<file path="config.mk">
export PLATFORM = sky130hd
export DESIGN_NAME = port_reader
export DESIGN_NICKNAME = d
export VERILOG_FILES = /design/src/rtl/port_reader_pkg.sv /design/src/rtl/port_reader_btn_debounce.sv /design/src/rtl/port_reader.sv
export SDC_FILE = /design/constraint.sdc
export NUM_CORES = 1
export LEC_CHECK = 0
export BUFFER_PORTS_ARGS = -buffer_cell sky130_fd_sc_hd__buf_2
export CAP_MARGIN = 20
export CORE_ASPECT_RATIO = 1.75
export CORE_MARGIN = 2
export CORE_UTILIZATION = 50
export DETAILED_ROUTE_END_ITERATION = 6
export PLACE_DENSITY = 0.8
export SYNTH_ARGS = -nofsm -noshare
export SYNTH_HDL_FRONTEND = slang
export SYNTH_SLANG_ARGS = --single-unit
</file>
<file path="constraint.sdc">
create_clock -name mclk -period 2.62 [get_ports mclk]
set_input_delay 0.262 -clock mclk [delete_from_list [all_inputs] [get_ports mclk]]
set_output_delay 0.262 -clock mclk [all_outputs]
set_load 0.05 [all_outputs]
</file>
<file path="src/rtl/port_reader_pkg.sv">
//------------------------------------------------------------------------------
// Module   : port_reader_pkg
// Brief    : Shared parameters for the CPU input-port reader: default data
//            width, port address map and readout bit positions.
// Revision : 1.0 - initial release
//------------------------------------------------------------------------------
`default_nettype none

package port_reader_pkg;

  // Default CPU port data/address width
  localparam int PR_WORD_SIZE = 16;

  // Port address map, decoded from portaddr[1:0] only
  typedef enum logic [1:0] {
    ADDR_SWITCH = 2'd0,
    ADDR_EVENT  = 2'd1,
    ADDR_STATUS = 2'd2,
    ADDR_NONE   = 2'd3
  } port_addr_e;

  // Readout bit positions
  localparam int EVENT_VALID_BIT = 15;
  localparam int STATUS_OVF_BIT  = 8;
  localparam int STATUS_CNT_W    = 5;

endpackage

`default_nettype wire

</file>
<file path="src/rtl/port_reader_btn_debounce.sv">
//------------------------------------------------------------------------------
// Module   : btn_debounce
// Brief    : Single-button debouncer. The output level follows the (already
//            synchronized) input only after the input has disagreed with it
//            for 2^DEBOUNCE_BITS consecutive cycles; any bounce restarts.
// Revision : 1.0 - initial release
//------------------------------------------------------------------------------
`default_nettype none

module btn_debounce #(
  parameter int DEBOUNCE_BITS = 16
) (
  input  logic mclk,
  input  logic reset_n,
  input  logic din,
  output logic level
);

  logic [DEBOUNCE_BITS-1:0] stable_cnt;
  logic                     level_q;

  // Count consecutive disagreeing cycles; flip the level when the count saturates
  always_ff @(posedge mclk or negedge reset_n) begin
    if (!reset_n) begin
      stable_cnt <= '0;
      level_q    <= 1'b0;
    end else if (din == level_q) begin
      stable_cnt <= '0;
    end else if (&stable_cnt) begin
      level_q    <= din;
      stable_cnt <= '0;
    end else begin
      stable_cnt <= stable_cnt + 1'b1;
    end
  end

  assign level = level_q;

endmodule

`default_nettype wire

</file>
<file path="src/rtl/port_reader.sv">
//------------------------------------------------------------------------------
// Module   : port_reader
// Brief    : Memory-mapped input port for a CPU. Synchronizes switches,
//            buttons and the CPU read strobe into mclk, queues button press
//            events in a small FIFO and answers reads of SWITCH / EVENT /
//            STATUS registers.
// Options  : define PORT_READER_DEBOUNCE_EN to debounce each button through
//            btn_debounce; otherwise the synchronized button is used directly.
// Revision : 1.0 - initial release
//------------------------------------------------------------------------------
`default_nettype none

module port_reader
  import port_reader_pkg::*;
#(
  parameter int WORD_SIZE     = PR_WORD_SIZE,
  parameter int DEBOUNCE_BITS = 16,
  parameter int FIFO_DEPTH    = 4
) (
  input  logic                 mclk,
  input  logic                 reset_n,
  input  logic [WORD_SIZE-1:0] portaddr,
  input  logic                 portget,
  input  logic [7:0]           sw,
  input  logic [3:0]           btn,
  output logic [WORD_SIZE-1:0] portout
);

  localparam int PTR_W = $clog2(FIFO_DEPTH);
  localparam logic [STATUS_CNT_W-1:0] FULL_COUNT = STATUS_CNT_W'(FIFO_DEPTH);

  // ---------------------------------------------------------------------------
  // Input synchronizers
  // ---------------------------------------------------------------------------
  logic [7:0] sw_s1, sw_s2;
  logic [3:0] btn_s1, btn_s2;
  logic       pg_s1, pg_s2, pg_s3;
  // Marks which portget pipeline stages hold real samples since reset, so a
  // strobe already high at reset release is not mistaken for a new edge.
  logic [2:0] pg_valid;

  // Two-flop synchronizers plus one history flop for portget edge detection
  always_ff @(posedge mclk or negedge reset_n) begin
    if (!reset_n) begin
      sw_s1    <= '0;
      sw_s2    <= '0;
      btn_s1   <= '0;
      btn_s2   <= '0;
      pg_s1    <= 1'b0;
      pg_s2    <= 1'b0;
      pg_s3    <= 1'b0;
      pg_valid <= '0;
    end else begin
      sw_s1    <= sw;
      sw_s2    <= sw_s1;
      btn_s1   <= btn;
      btn_s2   <= btn_s1;
      pg_s1    <= portget;
      pg_s2    <= pg_s1;
      pg_s3    <= pg_s2;
      pg_valid <= {pg_valid[1:0], 1'b1};
    end
  end

  logic read_pulse;
  assign read_pulse = pg_s2 & ~pg_s3 & pg_valid[2];

  // ---------------------------------------------------------------------------
  // Button levels (debounced or direct)
  // ---------------------------------------------------------------------------
  logic [3:0] btn_level;
  logic [3:0] btn_level_q;

`ifdef PORT_READER_DEBOUNCE_EN
  for (genvar i = 0; i < 4; i++) begin : g_debounce
    btn_debounce #(
      .DEBOUNCE_BITS(DEBOUNCE_BITS)
    ) u_btn_debounce (
      .mclk    (mclk),
      .reset_n (reset_n),
      .din     (btn_s2[i]),
      .level   (btn_level[i])
    );
  end
`else
  localparam int unused_debounce_bits = DEBOUNCE_BITS;
  assign btn_level = btn_s2;
`endif

  // Previous button level, for rising-edge detection
  always_ff @(posedge mclk or negedge reset_n) begin
    if (!reset_n) begin
      btn_level_q <= '0;
    end else begin
      btn_level_q <= btn_level;
    end
  end

  logic [3:0] rise_mask;
  logic       push;
  assign rise_mask = btn_level & ~btn_level_q;
  assign push      = |rise_mask;

  // ---------------------------------------------------------------------------
  // Press-event FIFO
  // ---------------------------------------------------------------------------
  logic [3:0]              fifo_mem [FIFO_DEPTH];
  logic [PTR_W-1:0]        wr_ptr, rd_ptr;
  logic [STATUS_CNT_W-1:0] count;
  logic                    overflow;

  port_addr_e addr_sel;
  logic       is_empty, is_full;
  logic       pop, push_ok, ovf_set, status_rd;

  assign addr_sel  = port_addr_e'(portaddr[1:0]);
  assign is_empty  = (count == '0);
  assign is_full   = (count == FULL_COUNT);
  assign pop       = read_pulse && (addr_sel == ADDR_EVENT) && !is_empty;
  // A pop in the same cycle frees a slot, so a push into a full FIFO still fits
  assign push_ok   = push && (!is_full || pop);
  assign ovf_set   = push && is_full && !pop;
  assign status_rd = read_pulse && (addr_sel == ADDR_STATUS);

  // FIFO storage, pointers, occupancy and sticky overflow flag
  always_ff @(posedge mclk or negedge reset_n) begin
    if (!reset_n) begin
      for (int i = 0; i < FIFO_DEPTH; i++) begin
        fifo_mem[i] <= '0;
      end
      wr_ptr   <= '0;
      rd_ptr   <= '0;
      count    <= '0;
      overflow <= 1'b0;
    end else begin
      if (push_ok) begin
        fifo_mem[wr_ptr] <= rise_mask;
        wr_ptr           <= wr_ptr + 1'b1;
      end
      if (pop) begin
        rd_ptr <= rd_ptr + 1'b1;
      end
      case ({push_ok, pop})
        2'b10:   count <= count + 1'b1;
        2'b01:   count <= count - 1'b1;
        default: count <= count;
      endcase
      // Setting wins over the clear from a simultaneous STATUS read
      if (ovf_set) begin
        overflow <= 1'b1;
      end else if (status_rd) begin
        overflow <= 1'b0;
      end
    end
  end

  // ---------------------------------------------------------------------------
  // Read data mux and output register
  // ---------------------------------------------------------------------------
  logic [WORD_SIZE-1:0] read_data;

  // Select the register addressed by portaddr[1:0]
  always_comb begin
    read_data = '0;
    case (addr_sel)
      ADDR_SWITCH: begin
        read_data[7:0] = sw_s2;
      end
      ADDR_EVENT: begin
        if (!is_empty) begin
          read_data[EVENT_VALID_BIT] = 1'b1;
          read_data[3:0]             = fifo_mem[rd_ptr];
        end
      end
      ADDR_STATUS: begin
        read_data[STATUS_CNT_W-1:0] = count;
        read_data[STATUS_OVF_BIT]   = overflow;
      end
      default: begin
        read_data = '0;
      end
    endcase
  end

  // Capture read data one cycle after the synchronized strobe edge; hold otherwise
  always_ff @(posedge mclk or negedge reset_n) begin
    if (!reset_n) begin
      portout <= '0;
    end else if (read_pulse) begin
      portout <= read_data;
    end
  end

  logic unused_addr_bits;
  assign unused_addr_bits = ^portaddr[WORD_SIZE-1:2];

endmodule

`default_nettype wire
</file>
Word-level counts from Yosys, hierarchy flattened
Index checks and enable logic that the tools add are counted.
{ "totals": {"romBits": 0, "input_bits": 31, "ram_bits": 0, "ff_bits": 70, "latchBits": 0, "mem_count": 0} }
{ "op_classes": {"eq_ne": 5, "reduce_logical": 16, "mux": 16, "n_lt_le_gt_ge": 3, "div_mod_pow": 0, "n_shift": 0, "bitwise": 7, "n_addsub": 4, "multipliers": 0} }
{ "ops": {"columns": ["cell", "count"], "rows": [
  ["bitwise mux 16 bit", 1],
  ["two-way mux 4 bit", 4],
  ["case mux 4 bit (3 select lines)", 1],
  ["case mux 5 bit (2 select lines)", 1],
  ["binary-select mux 4 bit (select 2 bit)", 1],
  ["demux 4 bit (select 2 bit)", 1],
  ["logical AND 1 bit", 7],
  ["greater-or-equal comparator 3 bit, second input constant", 2],
  ["NOT 2 -> 3 bit", 2],
  ["adder 5 x 1 -> 5 bit, second input constant", 1],
  ["== test 5 x 3 -> 1 bit, second input constant", 1],
  ["logical NOT 5 bit", 1],
  ["two-way mux 1 bit", 5],
  ["subtractor 5 x 1 -> 5 bit, second input constant", 1],
  ["adder 2 x 1 -> 2 bit, second input constant", 2],
  ["AND 4 bit", 1],
  ["== test 2 x 1 -> 1 bit, second input constant", 2],
  ["== test 2 bit, second input constant", 2],
  ["NOT 4 bit", 1],
  ["nonzero test 2 bit", 2],
  ["OR reduction 4 bit", 1],
  ["logical NOT 1 bit", 3],
  ["less-than comparator 3 x 1 -> 1 bit, second input constant", 1],
  ["two-way mux 3 bit", 1],
  ["5 further kinds", 6]
]} }

Longest topological paths before layout
Gate-level depths: netlist of run 1.
{ "logic_depth": {"ltp_word": 9, "mapped_depth": 10, "depth_no_buf": 9} }

Worst setup path before layout of run 1
Ideal clock, no wire load.
{ "synth_timing": {"path_kind": "flip-flop to flip-flop", "from": "register count[1]", "to": "register count[4]", "t_required_ps": 2541, "stages_incl_launch_ff": 11, "setup_slack_ps": 66, "path_buffers": 1, "arrival_ps": 2475, "path_cell_list": "dfrtp_1 nor4_4 nand2b_1 buf_2 nand3_1 inv_1 fa_1 a21o_1 a21oi_1 mux2i_1 xor2_1"} }
{ "synth_between": {"elab_chain_cells": 7, "elab_cells_between_ends": 13, "cone_classes": "2 x add/sub; 3 x eq/ne; 1 x mux; 7 x reduce/logical"} }
{ "synth_rtl": {"columns": ["element", "line_no", "source"], "rows": [
  ["from (decl)", "port_reader.sv:109", "logic [STATUS_CNT_W-1:0] count;"],
  ["from (signal assigned)", "port_reader.sv:144", "2'b10: count <= count + 1'b1;"],
  ["from (signal assigned)", "port_reader.sv:145", "2'b01: count <= count - 1'b1;"],
  ["from (signal assigned)", "port_reader.sv:146", "default: count <= count;"],
  ["logical NOT 5 bit", "port_reader.sv:117", "assign is_empty = (count == '0);"],
  ["logical NOT 1 bit", null, null],
  ["logical AND 1 bit", "port_reader.sv:119", "assign pop = read_pulse && (addr_sel == ADDR_EVENT) && !is_empty;"],
  ["logical OR 1 bit", "port_reader.sv:121", "assign push_ok = push && (!is_full || pop);"],
  ["logical AND 1 bit", "port_reader.sv:121", null],
  ["== test 2 x 1 -> 1 bit or == test 2 bit (tied branches)", "port_reader.sv:143", "case ({push_ok, pop})"],
  ["case mux 5 bit (2 select lines) or nonzero test 2 bit (tied branches)", null, null]
]} }
Parallel ways exist; a longest one is shown, timed or not.
A chain may end at the register's enable or synchronous reset.

Final worst setup path of run 1
Same ends and word-level chain as after synthesis.

==> results of run 1 <==
-- metrics by stage --
stage / total power, W / area, um2 / instances
floorplan: 0.002213 / 2863 / 215
global placement: 0.002406 / 3062 / 310
detailed placement: 0.002451 / 3062 / 310
CTS: 0.003430 / 3294 / 326
global route: 0.003596 / 3308 / 327
finish: 0.003399 / 3308 / 327
-- synth_stat cells (2+ instances only) --
master | n | area (um2)
nor2_1 | 5 | 18.77
buf_2 | 3 | 15.01
nor2b_1 | 6 | 37.54
a21oi_1 | 6 | 30.03
nor4_4 | 2 | 42.54
mux2i_1 | 5 | 50.05
dfrtp_1 | 70 | 1752
ha_1 | 7 | 87.58
conb_1 | 2 | 7.510
nand3_1 | 4 | 20.02
nor3_1 | 3 | 15.01
o21ai_0 | 8 | 40.04
a31oi_1 | 3 | 18.77
inv_1 | 3 | 11.26
a21o_1 | 3 | 22.52
nand2_1 | 25 | 93.84
mux2_2 | 18 | 202.7
mux4_2 | 4 | 90.09
xnor2_1 | 5 | 43.79
buf_4 | 6 | 45.04
clkbuf_1 | 5 | 18.77
xor2_1 | 2 | 17.52
o31ai_1 | 2 | 15.01
-- state kept, by name, summed over array words and instances (netlist names) --
name,flops
pg_s1,1
wr_ptr,2
pg_s3,1
pg_valid,3
portout,10
btn_s1,4
overflow,1
btn_level,4
sw_s1,8
pg_s2,1
count,5
fifo_mem,16
rd_ptr,2
btn_level_q,4
sw_s2,8
-- final cells by class --
class	instances	area [um2]	area share, %
tap	76	95.09	2.874
clock buffer	11	151.4	4.576
timing repair buffer	34	192.7	5.825
multi-input combinational	128	1023	30.94
inverter	3	11.26	0.3404
clock inverter	5	81.33	2.458
sequential	70	1753	52.99
-- cells by family (layout without fill, tap and decap cells) --
logic type      Yosys count  in the layout  share of synthesized area, %
xor+xnor                  7              7                         2.156
simple gates             52             52                         10.56
buf+inv                  17             53                         3.167
flops                    70             70                         61.59
mux                      27             27                         12.05
other cells               2              7                        0.2641
compound gates           27             27                         6.423
fa+ha+maj                 8              8                         3.783
-- power breakdown --
group	internal (W)	switching (W)	total, W
combinational	0.000443	0.000472	0.000914
clock	0.000587	0.000385	0.000972
sequential	0.00132	0.000192	0.00151
total	0.00235	0.00105	0.00340
-- worst paths after layout --
kind | startpoint | to
setup / recovery | count[1] | count[4]
hold / removal | sw[1] | sw_s1[1]
setup reg to reg | count[1] | count[4]
hold reg to reg | sw_s1[6] | sw_s2[6]
max in group asynchronous | reset_n | count[1]
min in group asynchronous | reset_n | pg_valid[0]
-- layout by cell type (no fill, tap or decap), drive strengths merged --
| cell type | count |
|---|---|
| a21o | 3 |
| a21oi | 6 |
| a221o | 1 |
| a22o | 1 |
| a31oi | 4 |
| buf | 33 |
| bufinv | 2 |
| clkbuf | 11 |
| clkinv | 2 |
| clkinvlp | 1 |
| conb | 7 |
| dfrtp | 70 |
| dlygate4sd3 | 1 |
| fa | 1 |
| ha | 7 |
| inv | 3 |
| mux2 | 18 |
| mux2i | 5 |
| mux4 | 4 |
| nand2 | 25 |
| nand2b | 1 |
| nand3 | 4 |
| nand3b | 2 |
| nor2 | 5 |
| nor2b | 6 |
| nor3 | 3 |
| nor3b | 2 |
| nor4 | 2 |
| o211ai | 1 |
| o21ai | 8 |
| o2bb2ai | 1 |
| o31ai | 2 |
| or3b | 1 |
| or4 | 1 |
| xnor2 | 5 |
| xor2 | 2 |
-- layer usage --
layer  part of all wire, %  vias to the layer above  routed length (um)
met4                   3.6                        0                 171
met5                     0                        -                   0
met2                    55                       37                2587
met3                   3.2                       13                 151
met1                    38                      819                1787
li1                      -                      781                   -
-- timing repair --
| item | CTS | global route |
|---|---|---|
| hold buffers | 0 | 1 |
| endpoints found under the setup margin | 0 | 1 |
| endpoints found under the hold margin | 0 | 1 |
| resized for setup | 0 | 2 |
==> results by stage, run 1 <==
Global route:
- The most heavily used metal layer in global routing is met2.
- The met2 demand-to-capacity share in global routing is approximately 28%.
- In the global route stage, overall resource usage came out at between 10% and 20%.
- The fraction of met1 tracks used by global routing is about a fifth.
- The total overflow reported by the global router is 0.
- For this run, global-route usage on met3 was measured as 5.618%.
- The wire length of the first global-routing pass is slightly above 8 mm.
- The initial antenna violation count is 0.
- The number of global-route vias before repair came to between 1500 and 2000.
- Entering global routing, the biggest net connects 71 pins.

Yosys:
- The number of different library cells in the post-synthesis netlist is 36.
- The number of storage elements in the synthesis netlist is 70.
- The predominant post-synthesis flop cell is dfrtp_1.
- Summing the sequential cell areas from Yosys gives roughly three fifths of the chip area.
- The synthesized design contains 0 enable-type register cells.
- The post-synthesis instance total is between 200 and 250.
- The count of warnings emitted by yosys is 0.
- The cell area after synthesis is between 2000 and 3000 um2.
- The async set or reset register ratio after synthesis is between 90% and 100%.
- The average instance in the mapped netlist occupies between 10 and 15 um2.

Setup path:
- The worst setup path is launched from a flop.
- The largest fanout on the critical path is 6.
- The required time of the critical path is approximately 2.9 ns.
- The number of buffer and inverter stages on the critical path is 1.
- The maximum cell stage delay along the critical path is about 0.47 ns.
- Data on the critical path arrives at its endpoint at around 2.8 ns.
- For the worst flop-to-flop path, the logic depth is 9.
- The cell family contributing the most delay on the critical path is simple AND/OR/NAND/NOR gates.
- The cell with the biggest individual delay on the critical path is dfrtp_2.
- The worst setup path is captured at a flop.
- The startpoint-to-endpoint class of the critical path is reg -> reg.
- The slack of the worst reg-to-reg path is around 0.12 ns.
- The number of cells on the critical path is 9.
- Traced cell by cell, the critical path runs through nor4_4, nand2b_1, nand3_1, inv_1, fa_1, a21o_1, a21oi_1, mux2i_1, xor2_1.

Power:
- The leakage power summed over all cells is ~1.6 nW.
- The maximum vdd drop is 0.5101 mV.
- The cell area power density is 1028 nW/um2.

Timing:
- The highest attainable clock frequency is 0.4005 GHz.
- The actual slew at the worst max-slew pin is about 0.84 ns.
- The fraction of the cycle the final worst path needs is 95.31%.
- The worst pin sits at a relative slew slack of ~44%.
- Setup repair after global routing left no endpoint under its margin.
- After layout, the worst setup slack is 0.1230 ns.
- Across all hold checks on the routed design, the worst slack comes to between 0.02 and 0.025 ns.
- Setup violations remaining at the end of the flow were counted as 0.
- Across the routed clock network, the largest skew measured is a little under 0.009 ns.
- The smallest clock period supported by the final layout is computed as between 2 and 2.5 ns.
- The count of final hold-check violations is 0.
- The total negative slack is 0 ns.
- The number of slew-limit violations in the final report is 0.

Route:
- The post-detailed-routing wire length is 4.697 mm.
- The remaining antenna violation count after routing is 0.
- The detailed router finished its first iteration with between 50 and 60 violations.
- The post-detailed-route wirelength per cell is about 14 um.
- The count of TritonRoute iterations in the first routing pass is 4.
- The number of remaining DRC errors is 0.
- The detailed-route vias per instance is about 5.0.
- The routed layout has ~1700 vias.

CTS:
- The library cell used as clock root buffer is clkbuf_8.
- CTS built an H-tree with a depth of 3.
- Clock tree synthesis found a total of 70 sinks.
- After clock tree synthesis, the clock-pin slew on the worst setup and hold paths is ~0.070 ns.
- Counting along the longest clock path gives a buffer depth of 2.
- In this run, CTS created clock tree buffers numbering 9.
- At the later pin of the worst-skew pair, clock insertion delay measures between 0.3 and 0.4 ns.
- After clock tree synthesis, the setup repair step added 0 buffers.
- The CTS tree is done.

Cells and area:
- The final net count is ~290.
- The count of antenna diodes in the layout is 0.
- Fill cells in the final layout number 455.
- Relative to the synthesized area, the layout overhead comes to 16.32%.
- Measured on the finished design, the core utilization comes to around 60%.
- Of the cells placed in the final design, the portion with a size suffix greater than 1 is a little under a third.

Min path:
- The number of cells traversed by the worst hold path is 1.
- In this run the worst hold path is classified as in -> reg.

Job:
- The max-capacitance violation count is 0.

Floorplanning:
- The starting utilization of the core area is between 50% and 60%.
- In this run the core area contains 36 standard-cell rows.
- From bottom edge to top edge, the die measures ~100 um.
- The die footprint is about 6300 um2.
- The total area inside the core boundary comes to roughly 5500 um2.
- The total I/O pin count is 47.
- The die is slightly above 60 um wide.

Place:
- Detailed placement ended at an HPWL of ~3.4 mm.
- The final RePlAce weighted congestion is 0.7839.
- The count of buffers added on input and output ports is 26.
- Before CTS, the worst setup slack after placement is roughly 0.13 ns.

Outcome:
- The flow ran to the end, and the final reports show no timing, DRC or antenna violations.
Power figures use the tool's default switching activity.
==> run 2, diff against run 1 <==
--- a/config.mk
+++ b/config.mk
@@ -5,13 +5,14 @@
 export SDC_FILE = /design/constraint.sdc
 export NUM_CORES = 1
 export LEC_CHECK = 0
-export BUFFER_PORTS_ARGS = -buffer_cell sky130_fd_sc_hd__buf_2
+export BUFFER_PORTS_ARGS = -buffer_cell sky130_fd_sc_hd__buf_4
 export CAP_MARGIN = 20
 export CORE_ASPECT_RATIO = 1.75
 export CORE_MARGIN = 2
 export CORE_UTILIZATION = 50
+export CTS_CLUSTER_DIAMETER = 80
 export DETAILED_ROUTE_END_ITERATION = 6
-export PLACE_DENSITY = 0.8
+export PLACE_DENSITY_LB_ADDON = 0.25
 export SYNTH_ARGS = -nofsm -noshare
 export SYNTH_HDL_FRONTEND = slang
 export SYNTH_SLANG_ARGS = --single-unit
==> results by stage, run 2 (synthesized netlist as in run 1, its figures left out) <==
Global route:
- The wire length of the first global-routing pass is 8.031 mm (was 8.107 mm).
- The total routing usage reported by global routing is 18.03% (was 17.68%).
- The initial antenna violation count is 0 (unchanged).
- The number of global-route vias before repair is 1655 (was 1706).
- The total overflow reported by the global router is 0 (unchanged).
- The largest net degree at the start of global routing is 71 (unchanged).

Route:
- The count of TritonRoute iterations in the first routing pass is 4 (unchanged).
- The number of remaining DRC errors was 0 (unchanged).
- The remaining antenna violation count after routing is 0 (unchanged).
- The detailed-route vias per instance is 4.896 (was 5.046).
- The post-detailed-routing wire length is 4.819 mm (was 4.697 mm).
- The number of DRC markers after the initial detailed-route iteration came to 93 (was 56).
- The via count was 1655 (was 1650).
- The post-detailed-route wirelength per cell was 14.26 um (was 14.36 um).

Setup path:
- The required time of the critical path came to 2.89 ns (about the same).
- The startpoint-to-endpoint class of the critical path is reg -> reg (unchanged).
- The critical path launch point type is a flop (unchanged).
- The type of destination of the critical path is a flop (unchanged).
- The largest fanout on the critical path is 6 (unchanged).
- The data arrival time of the worst path is 2.70 ns (was 2.77 ns).

Power:
- The share of power burned in the clock network came to 25.8% (was 28.6%).
- The cell area power density is 961.4 nW/um2 (was 1028 nW/um2).
- The sequential group share of total power was 45.4% (was 44.5%).
- The power share of the combinational group is 28.8% (was 26.9%).
- The internal power component came to 0.002264 W (was 0.002351 W).
- The net switching power is 0.001056 W (was 0.001049 W).
- The maximum vdd drop is 0.4976 mV (was 0.5101 mV).
- The switching share of power is 31.80% (was 30.85%).
- The leakage power summed over all cells came to 1.626 nW (was 1.582 nW).

Outcome:
- Outcome: finished, final reports clean (unchanged).

Timing:
- The final hold slack is 0.01469 ns (was 0.02134 ns).
- The total negative slack is 0 ns (unchanged).
- The highest attainable clock frequency is 0.4129 GHz (was 0.4005 GHz).
- The final critical path time including I/O delays and setup came to 2.422 ns (was 2.497 ns).
- The final-report setup violation count came to 0 (unchanged).
- The count of final hold-check violations came to 0 (unchanged).
- The relative slew slack is 43.56% (was 44.17%).
- The final worst clock skew is 0.006709 ns (was 0.008851 ns).
- The fraction of the cycle the final worst path needs is 92.44% (was 95.31%).
- Setup repair after global routing missed its margin: no (unchanged).
- The number of slew-limit violations in the final report is 0 (unchanged).
- The actual slew at the worst max-slew pin is 0.8465 ns (was 0.8374 ns).

CTS:
- The CTS tree is done (unchanged).
- The total number of clock tree sinks was 70 (unchanged).
- The deepest clock path buffer count is 2 (unchanged).
- The clock slew seen by the registers of the worst setup and hold paths was 0.07 ns (about the same).
- The library cell used as clock root buffer is clkbuf_8 (unchanged).
- The maximum level of the CTS H-tree is 3 (unchanged).
- The number of clock buffers inserted by TritonCTS is 9 (unchanged).
- The clock insertion delay at the later pin of the skew report is 0.35 ns (was 0.34 ns).

Place:
- The final RePlAce weighted congestion is 0.8112 (was 0.7839).
- The half-perimeter wire length of the detailed placement result is 3.350 mm (was 3.429 mm).
- The count of buffers inserted at the top-level ports is 26 (unchanged).

Cells and area:
- The leading cell type in the layout, fill and taps excluded is dfrtp_1 (unchanged).
- The post-synthesis to final-layout area growth is 21.43% (was 16.32%).
- The register name with the most flops is fifo_mem (unchanged).
- Leading cell types in the layout, fill and taps excluded: dfrtp_1 (69), buf_4 (33), nand2_1 (25) (was dfrtp_1 (69), buf_2 (26), nand2_1 (25)).
- The multi-input logic area was 1026 um2 (was 1023 um2).
- The fraction of layout cells with a size suffix above 1 is 30.15% (was 31.47%).
- The flip-flop count of the largest register, all copies and words added is 16 (unchanged).
- The final net count is 296 (was 285).
- The sequential standard cell area came to 1753 um2 (unchanged).
- Leading registers by flop count: fifo_mem x16, portout x10 (unchanged).
- The number of fill cells is 467 (was 455).
- The count of antenna diodes in the layout came to 0 (unchanged).

Min path:
- The path class of the lowest-slack min-delay path was in -> async (was in -> reg).

Floorplanning:
- The total I/O pin count was 47 (unchanged).
- The floorplan row count is 36 (unchanged).
- The total core area is 5540 um2 (unchanged).
- The die outline height is 103.8 um (unchanged).
- The width of the chip came to 61.01 um (unchanged).
- The starting utilization of the core area came to 51.33% (unchanged).
- The die footprint is 6331 um2 (unchanged).

Job:
- The max-capacitance violation count is 0 (unchanged).
==> run 2: changes by cell type in the layout (fill, tap and decap cells not counted) <==
cell / change
nor2b_2: +1
clkbuf_8: -1
bufinv_16: -1
dlygate4sd3_1: +11
buf_2: -26
clkinvlp_4: +1
buf_4: +26
nor2b_1: -1
clkbuf_1: +1
==> run 2: worst paths after layout <==
check / start / endpoint / slack [ns] / cells past startpoint
hold reg to reg: sw_s1[4] / sw_s2[4] / 0.35 / 0
min in group mclk: sw[2] / sw_s1[2] / 0.02 / 1
setup / recovery: count[1] / count[4] / 0.20 / 9
hold / removal: reset_n / pg_s2 / 0.01 / 1
setup reg to reg: count[1] / count[4] / 0.20 / 9
max in group asynchronous: reset_n / count[1] / 2.00 / 1
==> run 2: what timing repair did <==
item | in CTS | in global routing
setup buffers | 0 | 0
hold buffers | 3 | 9
resized for setup | 0 | 3
setup endpoints to repair | 0 | 1
endpoints found under the hold margin | 3 | 9
==> run 2: critical path, stage by stage, from the launching register on <==
cell and delay [ns]:
dfrtp_2 0.47, nor4_4 0.30, nand2b_1 0.12, nand3_1 0.16, inv_1 0.13, fa_1 0.41
a21o_1 0.19, a21oi_1 0.18, mux2i_1 0.23, xor2_1 0.15
==> run 2: layout make-up <==
| cell class | count | share of cell area (%) |
|---|---|---|
| Sequential cell | 70 | 50.76 |
| Multi-Input combinational cell | 128 | 29.71 |
| Timing Repair Buffer | 45 | 10.65 |
| Clock buffer | 11 | 4.094 |
| Tap cell | 76 | 2.754 |
| Clock inverter | 5 | 1.703 |
| Inverter | 3 | 0.3261 |
==> run 2: metal layers <==
| metal | wire, um | global-route usage, % | up-vias |
|---|---|---|---|
| met5 | 0 | 0 | - |
| li1 | - | - | 800 |
| met1 | 1897 | 21.06 | 820 |
| met2 | 2676 | 28.49 | 27 |
| met4 | 111 | 8.851 | 0 |
| met3 | 134 | 6.367 | 8 |
==> run 2: power groups by stage <==
| stage | logic [W] | clock network [W] | registers (W) |
|---|---|---|---|
| final | 0.000956 | 0.000858 | 0.00151 |
| after global routing | 0.00105 | 0.000931 | 0.00154 |
| after CTS | 0.000957 | 0.000885 | 0.00151 |
| after detailed placement | 0.000950 | 0 | 0.00153 |
| after global placement | 0.000930 | 0 | 0.00152 |
| after floorplan | 0.000643 | 0 | 0.00157 |
==> run 2: stage by stage <==
stage | total power, W | util, % | instance area, um2 | worst slack, ns | instances
finish | 0.003320 | 62.33 | 3453 | 0.1980 | 338
global route | 0.003525 | 62.33 | 3453 | 0.007962 | 338
CTS | 0.003352 | 60.59 | 3357 | 0.1570 | 329
detailed placement | 0.002480 | 56.44 | 3127 | 0.1941 | 310
global placement | 0.002445 | 56.44 | 3127 | 0.1933 | 310
floorplan | 0.002213 | - | 2863 | 0.06596 | 215
